**src/rtl/mips_io_port_responder.sv**
```systemverilog
// ============================================================================
// Module  : mips_io_port_responder
// Brief   : Memory-mapped I/O responder. Byte FIFO to PortOut with a paced
//           drain, and a synchronized PortIn with a sticky change flag.
//           Optional interrupt output enabled by macro MIPS_IO_IRQ_EN.
// Revision: 1.0 - initial release
// ============================================================================
`default_nettype none

module mips_io_port_responder #(
  parameter logic [31:0] IO_BASE    = 32'hFFFF_0000,
  parameter int          FIFO_DEPTH = 4,
  parameter int          PORT_WIDTH = 8,
  parameter logic [15:0] DIV_RESET  = 16'd0
) (
  input  logic                  clk,
  input  logic                  reset,
  input  logic                  MemWrite,
  input  logic                  MemRead,
  input  logic [31:0]           Address,
  input  logic [31:0]           WriteData,
  output logic [31:0]           ReadData,
  output logic                  MemHit,
  input  logic [PORT_WIDTH-1:0] PortIn,
  output logic [PORT_WIDTH-1:0] PortOut
`ifdef MIPS_IO_IRQ_EN
  ,
  output logic                  irq
`endif
);

  localparam int AW = $clog2(FIFO_DEPTH);
  localparam logic [AW:0] FULL_COUNT = FIFO_DEPTH[AW:0];

  localparam logic [0:0] IDLE = 1'b0;
  localparam logic [0:0] WAIT = 1'b1;

  logic [0:0]            state, state_next;
  logic [15:0]           pc;
  logic [15:0]           divisor;
  logic [PORT_WIDTH-1:0] mem [FIFO_DEPTH];
  logic [AW-1:0]         wr_ptr, rd_ptr;
  logic [AW:0]           count;
  logic [PORT_WIDTH-1:0] s1, s2, s3;
  logic                  in_changed, overflow;
  logic [31:0]           status, ctrl_rd, rdata_sel;
  logic                  pop, pc_dec;
  logic                  unused_bits;

  wire [1:0] offset    = Address[3:2];
  wire       empty     = (count == '0);
  wire       full      = (count == FULL_COUNT);
  wire       write_op  = MemHit & MemWrite;
  // A simultaneous store suppresses any read side effect.
  wire       read_op   = MemHit & MemRead & ~MemWrite;
  wire       push_req  = write_op & (offset == 2'd0);
  wire       ctrl_wr   = write_op & (offset == 2'd3);
  wire       status_rd = read_op & (offset == 2'd2);
  wire       do_push   = push_req & (~full | pop);
  wire       ovf_set   = push_req & full & ~pop;

  assign MemHit      = (Address[31:4] == IO_BASE[31:4]);
  assign unused_bits = ^{Address[1:0], WriteData[31:16]};

  always_ff @(posedge clk) begin
    if (!reset) state <= IDLE;
    else        state <= state_next;
  end

  always_comb begin
    state_next = state;
    case (state)
      IDLE:    if (!empty && divisor != 16'd0) state_next = WAIT;
      WAIT:    if (pc == 16'd1) state_next = IDLE;
      default: state_next = IDLE;
    endcase
  end

  always_comb begin
    pop    = 1'b0;
    pc_dec = 1'b0;
    case (state)
      IDLE:    pop    = !empty;
      WAIT:    pc_dec = 1'b1;
      default: ;
    endcase
  end

  always_ff @(posedge clk) begin
    if (reset && do_push) mem[wr_ptr] <= WriteData[PORT_WIDTH-1:0];
  end

  always_ff @(posedge clk) begin
    if (!reset) begin
      wr_ptr     <= '0;
      rd_ptr     <= '0;
      count      <= '0;
      PortOut    <= '0;
      pc         <= 16'd0;
      divisor    <= DIV_RESET;
      s1         <= '0;
      s2         <= '0;
      s3         <= '0;
      in_changed <= 1'b0;
      overflow   <= 1'b0;
    end else begin
      if (do_push) wr_ptr <= wr_ptr + 1'b1;
      if (pop) begin
        rd_ptr  <= rd_ptr + 1'b1;
        PortOut <= mem[rd_ptr];
        pc      <= divisor;
      end else if (pc_dec) begin
        pc <= pc - 16'd1;
      end
      if (do_push && !pop)      count <= count + 1'b1;
      else if (pop && !do_push) count <= count - 1'b1;
      if (ctrl_wr) divisor <= WriteData[15:0];
      s1 <= PortIn;
      s2 <= s1;
      s3 <= s2;
      // Set events take priority over the read-to-clear.
      in_changed <= (s2 != s3) | (in_changed & ~status_rd);
      overflow   <= ovf_set | (overflow & ~status_rd);
    end
  end

`ifdef MIPS_IO_IRQ_EN
  logic irq_en;

  always_ff @(posedge clk) begin
    if (!reset) begin
      irq_en <= 1'b0;
      irq    <= 1'b0;
    end else begin
      if (ctrl_wr) irq_en <= WriteData[16];
      irq <= irq_en & (in_changed | overflow);
    end
  end

  assign ctrl_rd = {15'd0, irq_en, divisor};
`else
  assign ctrl_rd = {16'd0, divisor};
`endif

  assign status = {19'd0, 5'(count), 4'd0, overflow, in_changed, full, empty};

  always_comb begin
    rdata_sel = 32'd0;
    case (offset)
      2'd0:    rdata_sel = 32'(PortOut);
      2'd1:    rdata_sel = 32'(s2);
      2'd2:    rdata_sel = status;
      default: rdata_sel = ctrl_rd;
    endcase
  end

  assign ReadData = (MemHit && MemRead) ? rdata_sel : 32'd0;

endmodule

`default_nettype wire

```
**config.mk**
```make
export PLATFORM = sky130hd
export DESIGN_NAME = mips_io_port_responder
export DESIGN_NICKNAME = d
export VERILOG_FILES = /design/src/rtl/mips_io_port_responder.sv
export SDC_FILE = /design/constraint.sdc
export NUM_CORES = 1
export LEC_CHECK = 0
export CORE_MARGIN = 1.5
export CORE_UTILIZATION = 45
export CTS_CLUSTER_SIZE = 40
export DETAILED_ROUTE_END_ITERATION = 12
export PLACE_DENSITY = 0.75
export SYNTH_ARGS = -nofsm -noshare
export SYNTH_HDL_FRONTEND = slang
export SYNTH_SLANG_ARGS = --single-unit
```
**constraint.sdc**
```tcl
create_clock -name clk -period 3.26 [get_ports clk]
set_input_delay 0.652 -clock clk [delete_from_list [all_inputs] [get_ports clk]]
set_output_delay 0.652 -clock clk [all_outputs]
set_load 0.05 [all_outputs]
```
==> run metrics, run 1 <==
Peak VDD IR=0.369 mV; Worst path slowest cell=clkdlybuf4s50_1; clk buf depth=2; DR iter-0 viols=186; CP peak stage delay=400 ps; clock-pin slew on the worst setup and hold paths=100 ps; clock skew=11.7 ps; syn_area_per_cell=10.4 um2; first-pass GRT wire length=18100 um; CTS tree=done; Synth top area share=30.3%; R2R depth=8; crit path cell chain=clkdlybuf4s50_1 > nor4b_1 > and3_1 > nand4_1 > buf_4 > nor3_1 > buf_12; Hold Crit Start=s1[6]$_SDFF_PN0_; RSZ-0062 raised after global routing=yes; area leader, netlist=dfxtp_1; largest net degree at the start of global routing=40; H-tree depth=3; min Tclk post-route=3200 ps; Crit Path Category=in -> out; # hold bufs at CTS=0; synth top area cells=dfxtp_1 30%, edfxtp_1 20%, mux2i_1 5.3%, nand2_1 5.1%, mux4_2 5.1%; diodes inserted=0; Cell Rows=37; final WL=11200 um; Post-Layout Cell Count=697; ys flop type=dfxtp_1; Area growth, synth to finish=26.9%; Syn Inst Count=472; CTS sink cnt=106; Gate power share=32.4%; mapped cell area=4890 um2; vias in the first global route=3783; Post-synth EDFFs=32; # nets final=640; GPL Wtd Cong=0.907; dpl cell area=6020 um2; total CTS buffers=9; most frequent cell after synthesis=dfxtp_1; crit path max fanout=8; Max-Cap Viols=0; Sw Share=37.5%; synth cell count leaders=74 x dfxtp_1, 67 x nand2_1, 32 x edfxtp_1; Vert. Die Dim=107 um; post_cts resized=0; Initial DRT Pass Iterations=5; # IOs=117; startpoint types=input pin; fillers=849; GR Overflow Total=0; worst min path class=reg -> reg; sequential cell fraction of total power=46.4%; P_int=2.27 mW; share of power burned in the clock network=21.2%; via count=3780; Worst Setup End Kind=output pin; post-CTS setup buffers=0; Power Dens Cells=585 nW/um2; IO Port Bufs=82; crit path DAT=2550 ps; fin util=59.6%; clock root cell=clkbuf_8; final worst path period share=98.1%; hold depth=1; WP data required=2610 ps; total power draw=3.63 mW; r2r setup slk=980 ps; worst r2r src=count[0]$_SDFFE_PN0P_; Final ANT Viol Nets=0; synth warn=0; Leak=2.23 nW; via/cell ratio=5.42; initial antenna violation count=0; Hold Fails Final Rpt=0; Initial Utilization=47.0%; Wirelength per Cell=16.1 um; worst hold margin=446 ps; ys async rst share=0%; Final HPWL DP=8310 um; final instance area=6210 um2; die area=11500 um2; die width=107 um; outcome=complete, no violations; dpl cells=681; final setup violation count=0; count of pins over their slew limit=0; Psw=1.36 mW; Global Route Usage Sum=20.4%; slew of the pin with the lowest slew margin=820 ps; layout cells sized above 1=13.4%; detailed-route DRC error count=0; count of unique library cells instantiated by Yosys=51; Fmax=0.313 GHz; area of the core=10400 um2; Critical R2R Capture=count[2]$_SDFFE_PN0P_; register area share after synthesis=49.9%; worst skew pair latency=370 ps; Max transition margin=44.9%; worst hold endpoint=s2[6]$_SDFF_PN0_; Yosys reg bits=106
==> routing by layer <==
layer / global-route usage (%) / wire (um) / vias to the layer above
met2: 35.7 / 5770 / 106
met4: 9.43 / 320 / 0
met1: 24.1 / 4700 / 1821
li1: - / - / 1827
met5: 0 / 0 / -
met3: 4.00 / 447 / 26
==> cells in the final DEF (no fill, tap or decap), types with 7 or more instances in the layout <==
master	instances
a211oi_1	7
a21oi_1	17
and2_1	26
and3_1	10
buf_12	18
buf_4	15
clkbuf_8	9
clkdlybuf4s50_1	64
conb_1	16
dfxtp_1	74
edfxtp_1	32
ha_1	7
inv_1	12
mux2i_1	26
mux4_2	11
nand2_1	67
nand4_1	7
nor2_1	27
nor3_1	14
nor4_1	11
o21ai_0	15
xnor2_1	10
==> how the worst max path moves through the flow <==
stage                             to  slack, ps  cells after the start   startpoint
2_1_floorplan           ReadData[12]          8                      4   Address[8]
3_3_place_gp   count[2]$_SDFFE_PN0P_       -180                     10  Address[29]
3_5_place_dp   count[2]$_SDFFE_PN0P_       -240                     10  Address[29]
4_1_cts                 ReadData[12]         40                      8  Address[29]
5_1_grt                 ReadData[14]        -80                      8  Address[28]
6_report                ReadData[12]         60                      7   Address[4]
==> sequential cells by signal, summed over array words and instances (netlist names) <==
name and cells:
pc 16, PortOut 8, mem 32, in_changed 1, s3 8, divisor 16
wr_ptr 2, s2 8, s1 8, count 3, state 1, overflow 1
rd_ptr 2
==> final cells by class <==
class | instances | area, um2 | area share (%)
inverter | 13 | 48.8 | 0.785
timing repair buffer | 98 | 1120 | 18.0
clock inverter | 7 | 66.3 | 1.07
clock buffer | 9 | 124 | 1.99
multi-input combinational | 328 | 2240 | 36.1
sequential | 106 | 2440 | 39.3
tap | 136 | 170 | 2.74
==> power groups by stage <==
stage / logic [mW] / registers, mW / clock network, mW
3_3_place_gp: 1.13 / 1.70 / 0
5_1_grt: 1.27 / 1.71 / 0.848
3_5_place_dp: 1.16 / 1.71 / 0
2_1_floorplan: 0.731 / 1.77 / 0
6_report: 1.18 / 1.69 / 0.769
4_1_cts: 1.17 / 1.68 / 0.788
==> critical path, delay by kind of cell <==
kind,cells,cell delay [ps]
buffers and inverters,3,790
and+or+nand+nor,4,1100
==> cells by family after synthesis <==
| logic type | after synthesis | synth area share, % |
|---|---|---|
| muxes | 38 | 10.6 |
| and+or+nand+nor | 194 | 21.5 |
| xor gates and xnor gates | 12 | 2.15 |
| other | 1 | 0.0766 |
| buffers and inverters | 53 | 5.65 |
| AOI/OAI and AO/OA | 60 | 7.90 |
| adders and majority gates | 8 | 2.20 |
| DFF | 106 | 49.9 |
==> stage by stage <==
step / worst slack, ps / setup TNS (ps)
after global routing: -80.0 / -171
after CTS: 41.7 / 0
after floorplan: 8.00 / 0
final: 62.1 / 0
after detailed placement: -236 / -236
after global placement: -179 / -179
(Power assumes the default switching activity.)
==> run 2, diff against run 1 <==
--- a/config.mk
+++ b/config.mk
@@ -6,5 +6,6 @@
 export NUM_CORES = 1
 export LEC_CHECK = 0
-export CORE_MARGIN = 1.5
+export CORE_ASPECT_RATIO = 1.25
+export CORE_MARGIN = 5
 export CORE_UTILIZATION = 45
 export CTS_CLUSTER_SIZE = 40
==> constraint.sdc (replaced) <==
create_clock -name clk -period 3.26 [get_ports clk]
set_input_delay 0.326 -clock clk [delete_from_list [all_inputs] [get_ports clk]]
set_output_delay 0.326 -clock clk [all_outputs]
set_load 0.05 [all_outputs]
==> run 2 against run 1 <==
  * Routed wire length is 3.0% higher
  * Setup slack better by 270 ps
  * Clock power rose by 39%
  * Largest power group unchanged
  * Critical path type is now in -> reg
  * Total power grew 8.0%
  * Sequential share of layout area decreased by 0.27 points
  * Highest routed layer unchanged
  * Die area is 14% higher
==> run metrics, run 2 (synthesized netlist as in run 1, its figures left out) <==
diodes inserted=0; # hold bufs at CTS=0; WP data required=3510 ps; Max-Cap Viols=0; P_int=2.57 mW; Area growth, synth to finish=27.8%; IO Port Bufs=82; startpoint types=input pin; worst skew pair latency=340 ps; H-tree depth=3; clock-pin slew on the worst setup and hold paths=70 ps; layout cells sized above 1=12.0%; final worst path period share=89.8%; post-CTS setup buffers=0; DR iter-0 viols=200; worst setup path startpoint=Address[28]; Psw=1.35 mW; dpl cells=674; CTS sink cnt=106; # IOs=117; final WL=11600 um; clk buf depth=2; post_cts resized=0; worst min path class=reg -> reg; vias in the first global route=3666; Vert. Die Dim=127 um; crit path DAT=3180 ps; GPL Wtd Cong=0.863; Most flops, register=mem; Hold Fails Final Rpt=0; largest net degree at the start of global routing=43; detailed-route DRC error count=0; RSZ-0062 raised after global routing=no; die width=103 um; final setup violation count=0; fillers=896; Max transition margin=53.4%; initial antenna violation count=0; clock root cell=clkbuf_16; Initial DRT Pass Iterations=5; # nets final=637; count of pins over their slew limit=0; via count=3758; share of power burned in the clock network=27.4%; area occupied by multi-input gates=2230 um2; crit path max fanout=3; register area=2440 um2; Worst Setup End Kind=register; worst hold margin=432 ps; Post-Layout Cell Count=690; commonest non-fill, non-tap cell in the layout=dfxtp_1; outcome=complete, no violations; GRT met3 Usage=3.68%; via/cell ratio=5.45; Sw Share=34.4%; min Tclk post-route=2930 ps; Peak VDD IR=0.343 mV; total CTS buffers=9; Initial Utilization=46.1%; slew of the pin with the lowest slew margin=692 ps; Hold Crit Start=s1[6]$_SDFF_PN0_; Leak=2.26 nW; Setup Total Neg Slack=0 ps; Global Route Usage Sum=18.2%; Crit Path Category=in -> reg; first-pass GRT wire length=18600 um; Final ANT Viol Nets=0; worst r2r src=count[0]$_SDFFE_PN0P_; Fmax=0.342 GHz; Final HPWL DP=8690 um; Power Dens Cells=627 nW/um2; M2 GR Usage=31.3%; sequential cell fraction of total power=42.8%; Largest register FFs=32; die area=13100 um2; grt met1 use=22.3%; Wirelength per Cell=16.8 um; clock skew=6.87 ps; fin util=58.9%; Most Used Layer, Global Route=met2; GR Overflow Total=0; most frequent cells in the layout=74 x dfxtp_1, 67 x nand2_1, 65 x clkdlybuf4s50_1; biggest regs=mem x32, divisor x16, pc x16; CTS tree=done; area of the core=10600 um2; Cell Rows=42; Gate power share=29.8%
## run 2: cell types whose count changed in the layout (fill, tap and decap cells not counted), sizes merged
cell / change
clkdlybuf4s50: +1
bufinv: +1
inv: -2
clkbuf: +1
clkinv: +1
buf: -4
clkinvlp: -1
## run 2: through the flow
stage,total power [mW],area (um2),setup slack [ps]
after detailed placement,2.86,5960,-11.7
after global placement,2.83,5960,107
after floorplan,2.50,4950,488
after global routing,4.12,6250,160
final,3.92,6250,333
after CTS,3.93,6250,357
## run 2: area by class of cell
type                    instances  share of cell area [%]
well taps                     132                    2.64
multi-input cells             328                    35.7
clock inverters                 6                    1.04
flip-flops and latches        106                    39.0
inverters                      13                   0.780
clock buffers                  10                    3.66
repair buffers                 95                    17.2
## run 2: final timing paths
check                                              to  slack, ps  depth (start not counted)
worst min-delay path                 s2[6]$_SDFF_PN0_        430                          1
worst max register to register  count[2]$_SDFFE_PN0P_        820                          9
worst max-delay path            count[2]$_SDFFE_PN0P_        330                         10
worst min register to register       s2[6]$_SDFF_PN0_        430                          1
## run 2: routing by layer
metal,routed length (um),part of all wire (%),up-vias
li1,-,-,1815
met1,4560,39,1806
met2,6150,53,117
met3,616,5.3,20
met4,259,2.2,0
met5,0,0,-
## run 2: power by group through the flow
stage | Combinational [mW] | Clock [mW] | Sequential [mW]
finish | 1.17 | 1.07 | 1.68
global placement | 1.13 | 0 | 1.70
global route | 1.27 | 1.15 | 1.70
detailed placement | 1.15 | 0 | 1.71
floorplan | 0.731 | 0 | 1.77
CTS | 1.16 | 1.09 | 1.68
## run 2: worst max-delay path, cell delays in order
cell             delay [ps]
clkdlybuf4s50_1         470
nand4_1                 120
or4_4                   600
nor4_4                  350
ha_1                    230
inv_1                    60
fa_1                    370
xor2_1                  180
or3_1                   330
a21oi_1                 150
==> run 3, diff against run 2 <==
Settings changed: CTS_CLUSTER_SIZE 40 to 12, TNS_END_PERCENT set to 50.
==> results of run 3 <==
Final layout, timing and power as in run 2 (identical DEF).
